`src/rtl/rf_pkg.sv`:
```
`default_nettype none
// ============================================================================
// Module      : rf_pkg
// Description : Shared register-file constants and the writeback entry type.
// Revision    : 1.0 - initial release
// ============================================================================
package rf_pkg;

    localparam int REG_ADDR_W = 4;
    localparam int REG_DATA_W = 16;
    localparam int NUM_REGS   = 16;

    localparam logic [REG_ADDR_W-1:0] REG_ZERO = 4'h0;

    typedef struct packed {
        logic [REG_ADDR_W-1:0] addr;
        logic [REG_DATA_W-1:0] data;
    } wb_entry_t;

endpackage
`default_nettype wire

```
`src/rtl/rf_wb_queue_if.sv`:
```
`default_nettype none
// ============================================================================
// Module      : rf_wb_queue_if
// Description : Producer, RF write-port and bypass-lookup signals of the
//               writeback queue.
// Revision    : 1.0 - initial release
// ============================================================================
interface rf_wb_queue_if
    import rf_pkg::*;
#(
    parameter int DATA_W = REG_DATA_W,
    parameter int ADDR_W = REG_ADDR_W
) ();

    logic              mem_vld;
    logic [ADDR_W-1:0] mem_addr;
    logic [DATA_W-1:0] mem_data;
    logic              mem_rdy;

    logic              alu_vld;
    logic [ADDR_W-1:0] alu_addr;
    logic [DATA_W-1:0] alu_data;
    logic              alu_rdy;

    logic [ADDR_W-1:0] dst_addr;
    logic [DATA_W-1:0] dst;
    logic              we;

    logic [ADDR_W-1:0] p0_addr;
    logic [ADDR_W-1:0] p1_addr;
    logic              p0_hit;
    logic              p1_hit;
    logic [DATA_W-1:0] p0_byp;
    logic [DATA_W-1:0] p1_byp;

    logic              empty;

    modport slave (
        input  mem_vld, mem_addr, mem_data,
        input  alu_vld, alu_addr, alu_data,
        input  p0_addr, p1_addr,
        output mem_rdy, alu_rdy,
        output dst_addr, dst, we,
        output p0_hit, p1_hit, p0_byp, p1_byp,
        output empty
    );

    modport master (
        output mem_vld, mem_addr, mem_data,
        output alu_vld, alu_addr, alu_data,
        output p0_addr, p1_addr,
        input  mem_rdy, alu_rdy,
        input  dst_addr, dst, we,
        input  p0_hit, p1_hit, p0_byp, p1_byp,
        input  empty
    );

endinterface
`default_nettype wire

```
`src/rtl/rf_wbq_match.sv`:
```
`default_nettype none
// ============================================================================
// Module      : rf_wbq_match
// Description : Combinational youngest-match search over the queued entries.
// Revision    : 1.0 - initial release
// ============================================================================
module rf_wbq_match
    import rf_pkg::*;
#(
    parameter int DEPTH = 4,
    parameter int PTR_W = 2,
    parameter int CNT_W = 3
) (
    input  wb_entry_t             i_entries [DEPTH],
    input  logic [PTR_W-1:0]      i_head,
    input  logic [CNT_W-1:0]      i_count,
    input  logic [REG_ADDR_W-1:0] i_addr,
    output logic                  o_hit,
    output logic [REG_DATA_W-1:0] o_data
);

    logic [PTR_W-1:0] w_idx [DEPTH];
    logic [DEPTH-1:0] w_match;

    // Age slot k is the k-th oldest entry; only slots below count hold data.
    generate
        for (genvar k = 0; k < DEPTH; k++) begin : g_age
            assign w_idx[k]   = i_head + PTR_W'(k);
            assign w_match[k] = (CNT_W'(k) < i_count) &&
                                (i_entries[w_idx[k]].addr == i_addr) &&
                                (i_addr != REG_ZERO);
        end
    endgenerate

    always_comb begin
        o_hit  = 1'b0;
        o_data = '0;
        for (int k = 0; k < DEPTH; k++) begin
            if (w_match[k]) begin
                o_hit  = 1'b1;
                o_data = i_entries[w_idx[k]].data;
            end
        end
    end

endmodule
`default_nettype wire

```
`src/rtl/rf_wb_queue.sv`:
```
`default_nettype none
// ============================================================================
// Module      : rf_wb_queue
// Description : In-order writeback queue feeding the single RF write port,
//               with bypass lookup of pending results for two read ports.
// Revision    : 1.0 - initial release
// ============================================================================
module rf_wb_queue
    import rf_pkg::*;
#(
    parameter int DEPTH  = 4,
    parameter int DATA_W = REG_DATA_W,
    parameter int ADDR_W = REG_ADDR_W
) (
    input  logic          clk,
    input  logic          rst_n,
    rf_wb_queue_if.slave  wb
);

    localparam int c_ptr_w = $clog2(DEPTH);
    localparam int c_cnt_w = $clog2(DEPTH + 1);

    wb_entry_t          r_entries [DEPTH];
    logic [c_ptr_w-1:0] r_head;
    logic [c_ptr_w-1:0] r_tail;
    logic [c_cnt_w-1:0] r_count;

    logic               w_empty;
    logic               w_deq;
    logic [c_cnt_w:0]   w_free;
    logic               w_mem_rdy;
    logic               w_alu_rdy;
    logic               w_enq_mem;
    logic               w_enq_alu;
    logic [c_ptr_w-1:0] w_alu_slot;

    assign w_empty = (r_count == '0);
    assign w_deq   = !w_empty;

    // The head retires on every edge it is valid, so it credits one slot now.
    assign w_free = (c_cnt_w + 1)'(DEPTH) - {1'b0, r_count} + (c_cnt_w + 1)'(w_deq);

    assign w_mem_rdy = (w_free != '0);
    assign w_alu_rdy = wb.mem_vld ? (w_free >= (c_cnt_w + 1)'(2)) : (w_free != '0);

    // R0 writes complete the handshake but never take a slot.
    assign w_enq_mem  = wb.mem_vld && w_mem_rdy && (wb.mem_addr != REG_ZERO);
    assign w_enq_alu  = wb.alu_vld && w_alu_rdy && (wb.alu_addr != REG_ZERO);
    assign w_alu_slot = r_tail + c_ptr_w'(w_enq_mem);

    always_ff @(posedge clk or negedge rst_n) begin
        if (!rst_n) begin
            r_head  <= '0;
            r_tail  <= '0;
            r_count <= '0;
            for (int i = 0; i < DEPTH; i++) begin
                r_entries[i] <= '0;
            end
        end else begin
            if (w_enq_mem) begin
                r_entries[r_tail] <= '{addr: wb.mem_addr, data: wb.mem_data};
            end
            if (w_enq_alu) begin
                r_entries[w_alu_slot] <= '{addr: wb.alu_addr, data: wb.alu_data};
            end
            if (w_deq) begin
                r_head <= r_head + c_ptr_w'(1);
            end
            r_tail  <= r_tail + c_ptr_w'(w_enq_mem) + c_ptr_w'(w_enq_alu);
            r_count <= r_count + c_cnt_w'(w_enq_mem) + c_cnt_w'(w_enq_alu)
                       - c_cnt_w'(w_deq);
        end
    end

    assign wb.we       = w_deq;
    assign wb.dst_addr = r_entries[r_head].addr;
    assign wb.dst      = r_entries[r_head].data;
    assign wb.empty    = w_empty;
    assign wb.mem_rdy  = w_mem_rdy;
    assign wb.alu_rdy  = w_alu_rdy;

    rf_wbq_match #(
        .DEPTH (DEPTH),
        .PTR_W (c_ptr_w),
        .CNT_W (c_cnt_w)
    ) u_match_p0 (
        .i_entries (r_entries),
        .i_head    (r_head),
        .i_count   (r_count),
        .i_addr    (wb.p0_addr),
        .o_hit     (wb.p0_hit),
        .o_data    (wb.p0_byp)
    );

    rf_wbq_match #(
        .DEPTH (DEPTH),
        .PTR_W (c_ptr_w),
        .CNT_W (c_cnt_w)
    ) u_match_p1 (
        .i_entries (r_entries),
        .i_head    (r_head),
        .i_count   (r_count),
        .i_addr    (wb.p1_addr),
        .o_hit     (wb.p1_hit),
        .o_data    (wb.p1_byp)
    );

endmodule
`default_nettype wire

```
`src/flat_wrapper.sv`:
```
// flat-port wrapper written by rule: the top's interface ports become plain ports
module rf_wb_queue_flat import rf_pkg::*;
#(
    parameter int DEPTH  = 4,
    parameter int DATA_W = REG_DATA_W,
    parameter int ADDR_W = REG_ADDR_W
)
  (clk, rst_n, wb_mem_vld, wb_mem_addr, wb_mem_data, wb_alu_vld, wb_alu_addr, wb_alu_data, wb_p0_addr, wb_p1_addr, wb_mem_rdy, wb_alu_rdy, wb_dst_addr, wb_dst, wb_we, wb_p0_hit, wb_p1_hit, wb_p0_byp, wb_p1_byp, wb_empty);
  rf_wb_queue_if #(.DATA_W(DATA_W), .ADDR_W(ADDR_W)) wb_i ();
  input  logic clk;
  input  logic rst_n;
  input wire logic [$bits(wb_i.mem_vld)-1:0] wb_mem_vld;
  input wire logic [$bits(wb_i.mem_addr)-1:0] wb_mem_addr;
  input wire logic [$bits(wb_i.mem_data)-1:0] wb_mem_data;
  input wire logic [$bits(wb_i.alu_vld)-1:0] wb_alu_vld;
  input wire logic [$bits(wb_i.alu_addr)-1:0] wb_alu_addr;
  input wire logic [$bits(wb_i.alu_data)-1:0] wb_alu_data;
  input wire logic [$bits(wb_i.p0_addr)-1:0] wb_p0_addr;
  input wire logic [$bits(wb_i.p1_addr)-1:0] wb_p1_addr;
  output wire logic [$bits(wb_i.mem_rdy)-1:0] wb_mem_rdy;
  output wire logic [$bits(wb_i.alu_rdy)-1:0] wb_alu_rdy;
  output wire logic [$bits(wb_i.dst_addr)-1:0] wb_dst_addr;
  output wire logic [$bits(wb_i.dst)-1:0] wb_dst;
  output wire logic [$bits(wb_i.we)-1:0] wb_we;
  output wire logic [$bits(wb_i.p0_hit)-1:0] wb_p0_hit;
  output wire logic [$bits(wb_i.p1_hit)-1:0] wb_p1_hit;
  output wire logic [$bits(wb_i.p0_byp)-1:0] wb_p0_byp;
  output wire logic [$bits(wb_i.p1_byp)-1:0] wb_p1_byp;
  output wire logic [$bits(wb_i.empty)-1:0] wb_empty;
  assign wb_i.mem_vld = wb_mem_vld;
  assign wb_i.mem_addr = wb_mem_addr;
  assign wb_i.mem_data = wb_mem_data;
  assign wb_i.alu_vld = wb_alu_vld;
  assign wb_i.alu_addr = wb_alu_addr;
  assign wb_i.alu_data = wb_alu_data;
  assign wb_i.p0_addr = wb_p0_addr;
  assign wb_i.p1_addr = wb_p1_addr;
  assign wb_mem_rdy = wb_i.mem_rdy;
  assign wb_alu_rdy = wb_i.alu_rdy;
  assign wb_dst_addr = wb_i.dst_addr;
  assign wb_dst = wb_i.dst;
  assign wb_we = wb_i.we;
  assign wb_p0_hit = wb_i.p0_hit;
  assign wb_p1_hit = wb_i.p1_hit;
  assign wb_p0_byp = wb_i.p0_byp;
  assign wb_p1_byp = wb_i.p1_byp;
  assign wb_empty = wb_i.empty;
  rf_wb_queue #(.DEPTH(DEPTH), .DATA_W(DATA_W), .ADDR_W(ADDR_W)) u_core (.clk(clk), .rst_n(rst_n), .wb(wb_i));
endmodule
```
`config.mk`:
```
export PLATFORM = sky130hd
export DESIGN_NAME = rf_wb_queue_flat
export DESIGN_NICKNAME = d
export VERILOG_FILES = /design/src/rtl/rf_pkg.sv /design/src/rtl/rf_wb_queue_if.sv /design/src/rtl/rf_wbq_match.sv /design/src/rtl/rf_wb_queue.sv /design/src/flat_wrapper.sv
export SDC_FILE = /design/constraint.sdc
export NUM_CORES = 1
export LEC_CHECK = 0
export CAP_MARGIN = 10
export CELL_PAD_IN_SITES_DETAIL_PLACEMENT = 1
export CELL_PAD_IN_SITES_GLOBAL_PLACEMENT = 2
export CORE_MARGIN = 2
export CORE_UTILIZATION = 36
export DETAILED_ROUTE_END_ITERATION = 7
export HOLD_SLACK_MARGIN = 0.12
export PLACE_DENSITY = 0.91
export SLEW_MARGIN = 20
export SYNTH_ARGS = -nofsm -noshare
export SYNTH_HDL_FRONTEND = slang
export SYNTH_HIERARCHICAL = 1
export SYNTH_SLANG_ARGS = --single-unit
```
`constraint.sdc`:
```
create_clock -name clk -period 4.1 [get_ports clk]
set_clock_uncertainty 0.2 [all_clocks]
set_input_delay 0.615 -clock clk [delete_from_list [all_inputs] [get_ports clk]]
set_output_delay 0.615 -clock clk [all_outputs]
set_load 0.1 [all_outputs]
```
==> run summary <==
• result of the run: finished, final reports clean
• total overflow reported by the global router: 0
• worst min path class: input port to async pin
• sequential-to-total area share from yosys stat: 20.5%
• core box area: 28900 sq um
• Fmax: 248 MHz
• CP Max Fanout: 17
• Primary FF master, synth: sky130_fd_sc_hd__dfrtp_1
• Slew HR: 35.2%
• number of vias in the routed layout: 11100
• fraction of layout instances using a drive strength above 1: 22.0%
• root buffer cell: sky130_fd_sc_hd__clkbuf_16
• register area: 2190 sq um
• Final min period: 4030 ps
• TritonCTS buffer count: 9
• Arr. time, crit path: 3210 ps
• Die Span Y: 176 microns
• overall routed net length: 41.1 mm
• worst slew pin tran: 969 ps
• final-layout worst hold slack: 203 ps
• critical path depth: 9
• initial cell density of the core: 36.8%
• Tot GR Track Use: 26.0%
• DR pass1 iterations: 6
• floorplan die area: 30900 sq um
• syn avg cell area: 8.38 sq um
• Final period util: 98.2%
• Sinks on Clock Net: 87
• Maximum Capacitance Violations: 0
• worst-path cell chain: buf_4, mux4_2, xor2_1, or3_1, or3_1, buf_4, o311ai_1, a31o_1, buf_12
• Clock Path Buffers: 2
• number of instances in the synthesized netlist: 1268
• area of the mapped netlist: 10600 sq um
• multi-input combinational cell area: 7730 sq um
• count of buffers inserted at the top-level ports: 109
• number of nets still failing antenna checks after routing: 0
• Avg Vias per Cell: 6.56
• count of final max-slew check failures: 0
• global-route wire length before repair: 64.6 mm
• final count of hold timing violations: 0
• average wire length per cell after detail routing: 24.2 microns
• synthesized net count: 1328
• number of H-tree levels: 3
• EDFF count, synth: 0
• die outline width: 176 microns
• reg-to-reg endpoint: u_core/r_entries[78]
• Max stage delay cell, worst path: sky130_fd_sc_hd__mux4_2
• WS Path Type: flop to primary output
• slack of the worst reg-to-reg path: 680 ps
• source of the worst register-to-register timing path: u_core/r_count[0]
• async set-or-reset flop fraction in the synthesized netlist: 100%
• Worst path top cell family by delay: simple AND/OR/NAND/NOR gates
• startpoint class of the critical path: flop
• clock insertion delay at the later pin of the skew report: 340 ps
• DR iter-0 viols: 990
• synth warn: 6
• top-level I/O count: 110
• CP endpoint kind: primary output
• distinct cell type count of the synthesized netlist: 51
• Finish-stage setup viols: 0
• global placement routability congestion: 0.933
• DRC viols: 0
• number of diodes added for antenna fixing: 0
• vias in the first global route: 11200
• number of antenna violations at the first check in global routing: 0
• clock transition at the registers of the reported paths: 70 ps
• Worst EP required: 3280 ps
• fin nets: 1365
• worst path buffer plus inverter count: 3
• cell row count: 62
• clock tree from TritonCTS: built
• #FFs+latches synth: 87
• Fill cells: 3383
• synthesis-to-layout area growth: 19.6%
• maximum cell stage delay along the critical path: 500 ps
• dpl hpwl: 28.6 mm
• worst reg-to-reg path cell count: 15
• maximum number of pins on one net before global-route repair: 97
synth_stat cells, types with 14 or more instances:
cell type	n	area share (%)
sky130_fd_sc_hd__nor3_1	153	7.2
sky130_fd_sc_hd__mux2i_1	114	11
sky130_fd_sc_hd__o21ai_0	101	4.8
sky130_fd_sc_hd__dfrtp_1	87	20
sky130_fd_sc_hd__nand4_1	80	4.7
sky130_fd_sc_hd__nand2_1	76	2.7
sky130_fd_sc_hd__nor2_1	71	2.5
sky130_fd_sc_hd__a31oi_1	69	4.1
sky130_fd_sc_hd__clkbuf_1	69	2.4
sky130_fd_sc_hd__mux2_2	68	7.2
sky130_fd_sc_hd__buf_2	44	2.1
sky130_fd_sc_hd__mux4_2	38	8.1
sky130_fd_sc_hd__a21oi_1	34	1.6
sky130_fd_sc_hd__a31o_1	32	2.6
sky130_fd_sc_hd__o211ai_1	32	2.3
sky130_fd_sc_hd__o311ai_1	32	2.6
sky130_fd_sc_hd__xnor2_1	23	1.9
sky130_fd_sc_hd__buf_1	14	0.49
sky130_fd_sc_hd__xor2_1	14	1.2
flip-flops by register name, indices dropped and copies added (netlist names):
register	cells
u_core/r_count	3
u_core/r_entries	80
u_core/r_head	2
u_core/r_tail	2
cell type report:
type	instances	share of cell area (%)
Sequential cell	87	17.2
Multi-Input combinational cell	1025	60.9
Timing Repair Buffer	174	15.4
Tap cell	384	3.78
Inverter	8	0.256
Clock inverter	5	0.443
Clock buffer	11	1.99
cells by family after synthesis:
kind of cell / count (synthesis) / share of synthesized area (%)
xor gates and xnor gates: 37 / 3.05
muxes: 224 / 27.0
adders and majority gates: 8 / 1.01
DFF: 87 / 20.5
buffers and inverters: 156 / 7.33
and+or+nand+nor: 422 / 19.9
AOI/OAI and AO/OA: 334 / 21.2
per-layer routing:
metal | global-route usage, % | vias up | part of all wire (%)
met3 | 2.92 | 75 | 6.2
li1 | - | 4990 | -
met5 | 0 | - | 0
met4 | 8.20 | 0 | 2.5
met2 | 41.0 | 439 | 46
met1 | 37.4 | 5602 | 45
metrics by stage:
stage	cell area, sq um	utilization (%)	setup TNS (ps)	std cells	setup WS, ps
4_1_cts	12600	43.8	0	1689	35.9
2_1_floorplan	10700	-	-1780	1268	-67.3
6_report	12700	44.0	0	1694	73.4
5_1_grt	12700	44.0	-9.86	1694	-9.86
3_5_place_dp	12300	42.6	0	1670	64.1
3_3_place_gp	12300	42.6	0	1670	90.9
how the worst max path moves through the flow:
stage | end | slack, ps | from
floorplan | u_core/r_count[2] | -70 | u_core/r_count[0]
global placement | wb_p0_byp[4] | 90 | wb_p0_addr[1]
detailed placement | wb_p0_byp[1] | 60 | wb_p0_addr[1]
CTS | wb_p1_byp[14] | 40 | u_core/r_entries[59]
global route | wb_p0_byp[3] | -10 | u_core/r_head[0]
finish | wb_p0_byp[14] | 70 | u_core/r_head[0]
placed cells by master (no fill, tap or decap), types with 22 or more instances in the layout:
master	Yosys	layout
sky130_fd_sc_hd__a21oi_1	34	34
sky130_fd_sc_hd__nor2_1	71	71
sky130_fd_sc_hd__clkdlybuf4s50_1	0	52
sky130_fd_sc_hd__a31o_1	32	32
sky130_fd_sc_hd__o211ai_1	32	32
sky130_fd_sc_hd__nand4_1	80	80
sky130_fd_sc_hd__o21ai_0	101	101
sky130_fd_sc_hd__o311ai_1	32	32
sky130_fd_sc_hd__nor3_1	153	152
sky130_fd_sc_hd__mux4_2	38	38
sky130_fd_sc_hd__nand2_1	76	75
sky130_fd_sc_hd__buf_12	2	39
sky130_fd_sc_hd__dfrtp_1	87	82
sky130_fd_sc_hd__xnor2_1	23	22
sky130_fd_sc_hd__mux2_2	68	68
sky130_fd_sc_hd__a31oi_1	69	69
sky130_fd_sc_hd__mux2i_1	114	114
sky130_fd_sc_hd__buf_4	10	80
what timing repair did:
item / 4_1_cts / 5_1_grt
pin swaps: 0 / 0
setup endpoints to repair: 33 / 19
resized for setup: 2 / 6
hold buffers: 0 / 0
endpoints found under the hold margin: 0 / 0
buffers inserted: 3 / 5
worst register-to-register path: stages, from the launching register on:
cell                       delay, ps
sky130_fd_sc_hd__dfrtp_2         500
sky130_fd_sc_hd__nor3_4          300
sky130_fd_sc_hd__ha_2            240
sky130_fd_sc_hd__inv_2            40
sky130_fd_sc_hd__ha_4            220
sky130_fd_sc_hd__nor2b_1         140
sky130_fd_sc_hd__a21boi_4        230
sky130_fd_sc_hd__inv_4            60
sky130_fd_sc_hd__nand2_4          60
sky130_fd_sc_hd__inv_2            40
sky130_fd_sc_hd__ha_4            160
sky130_fd_sc_hd__xor2_1          140
sky130_fd_sc_hd__or3_1           340
sky130_fd_sc_hd__or2_1           220
sky130_fd_sc_hd__buf_4           230
sky130_fd_sc_hd__a31oi_1         220
Power is left out: the tool's default activity adds up to more than one toggle a clock period on the data nets, which glitch-free logic cannot reach.
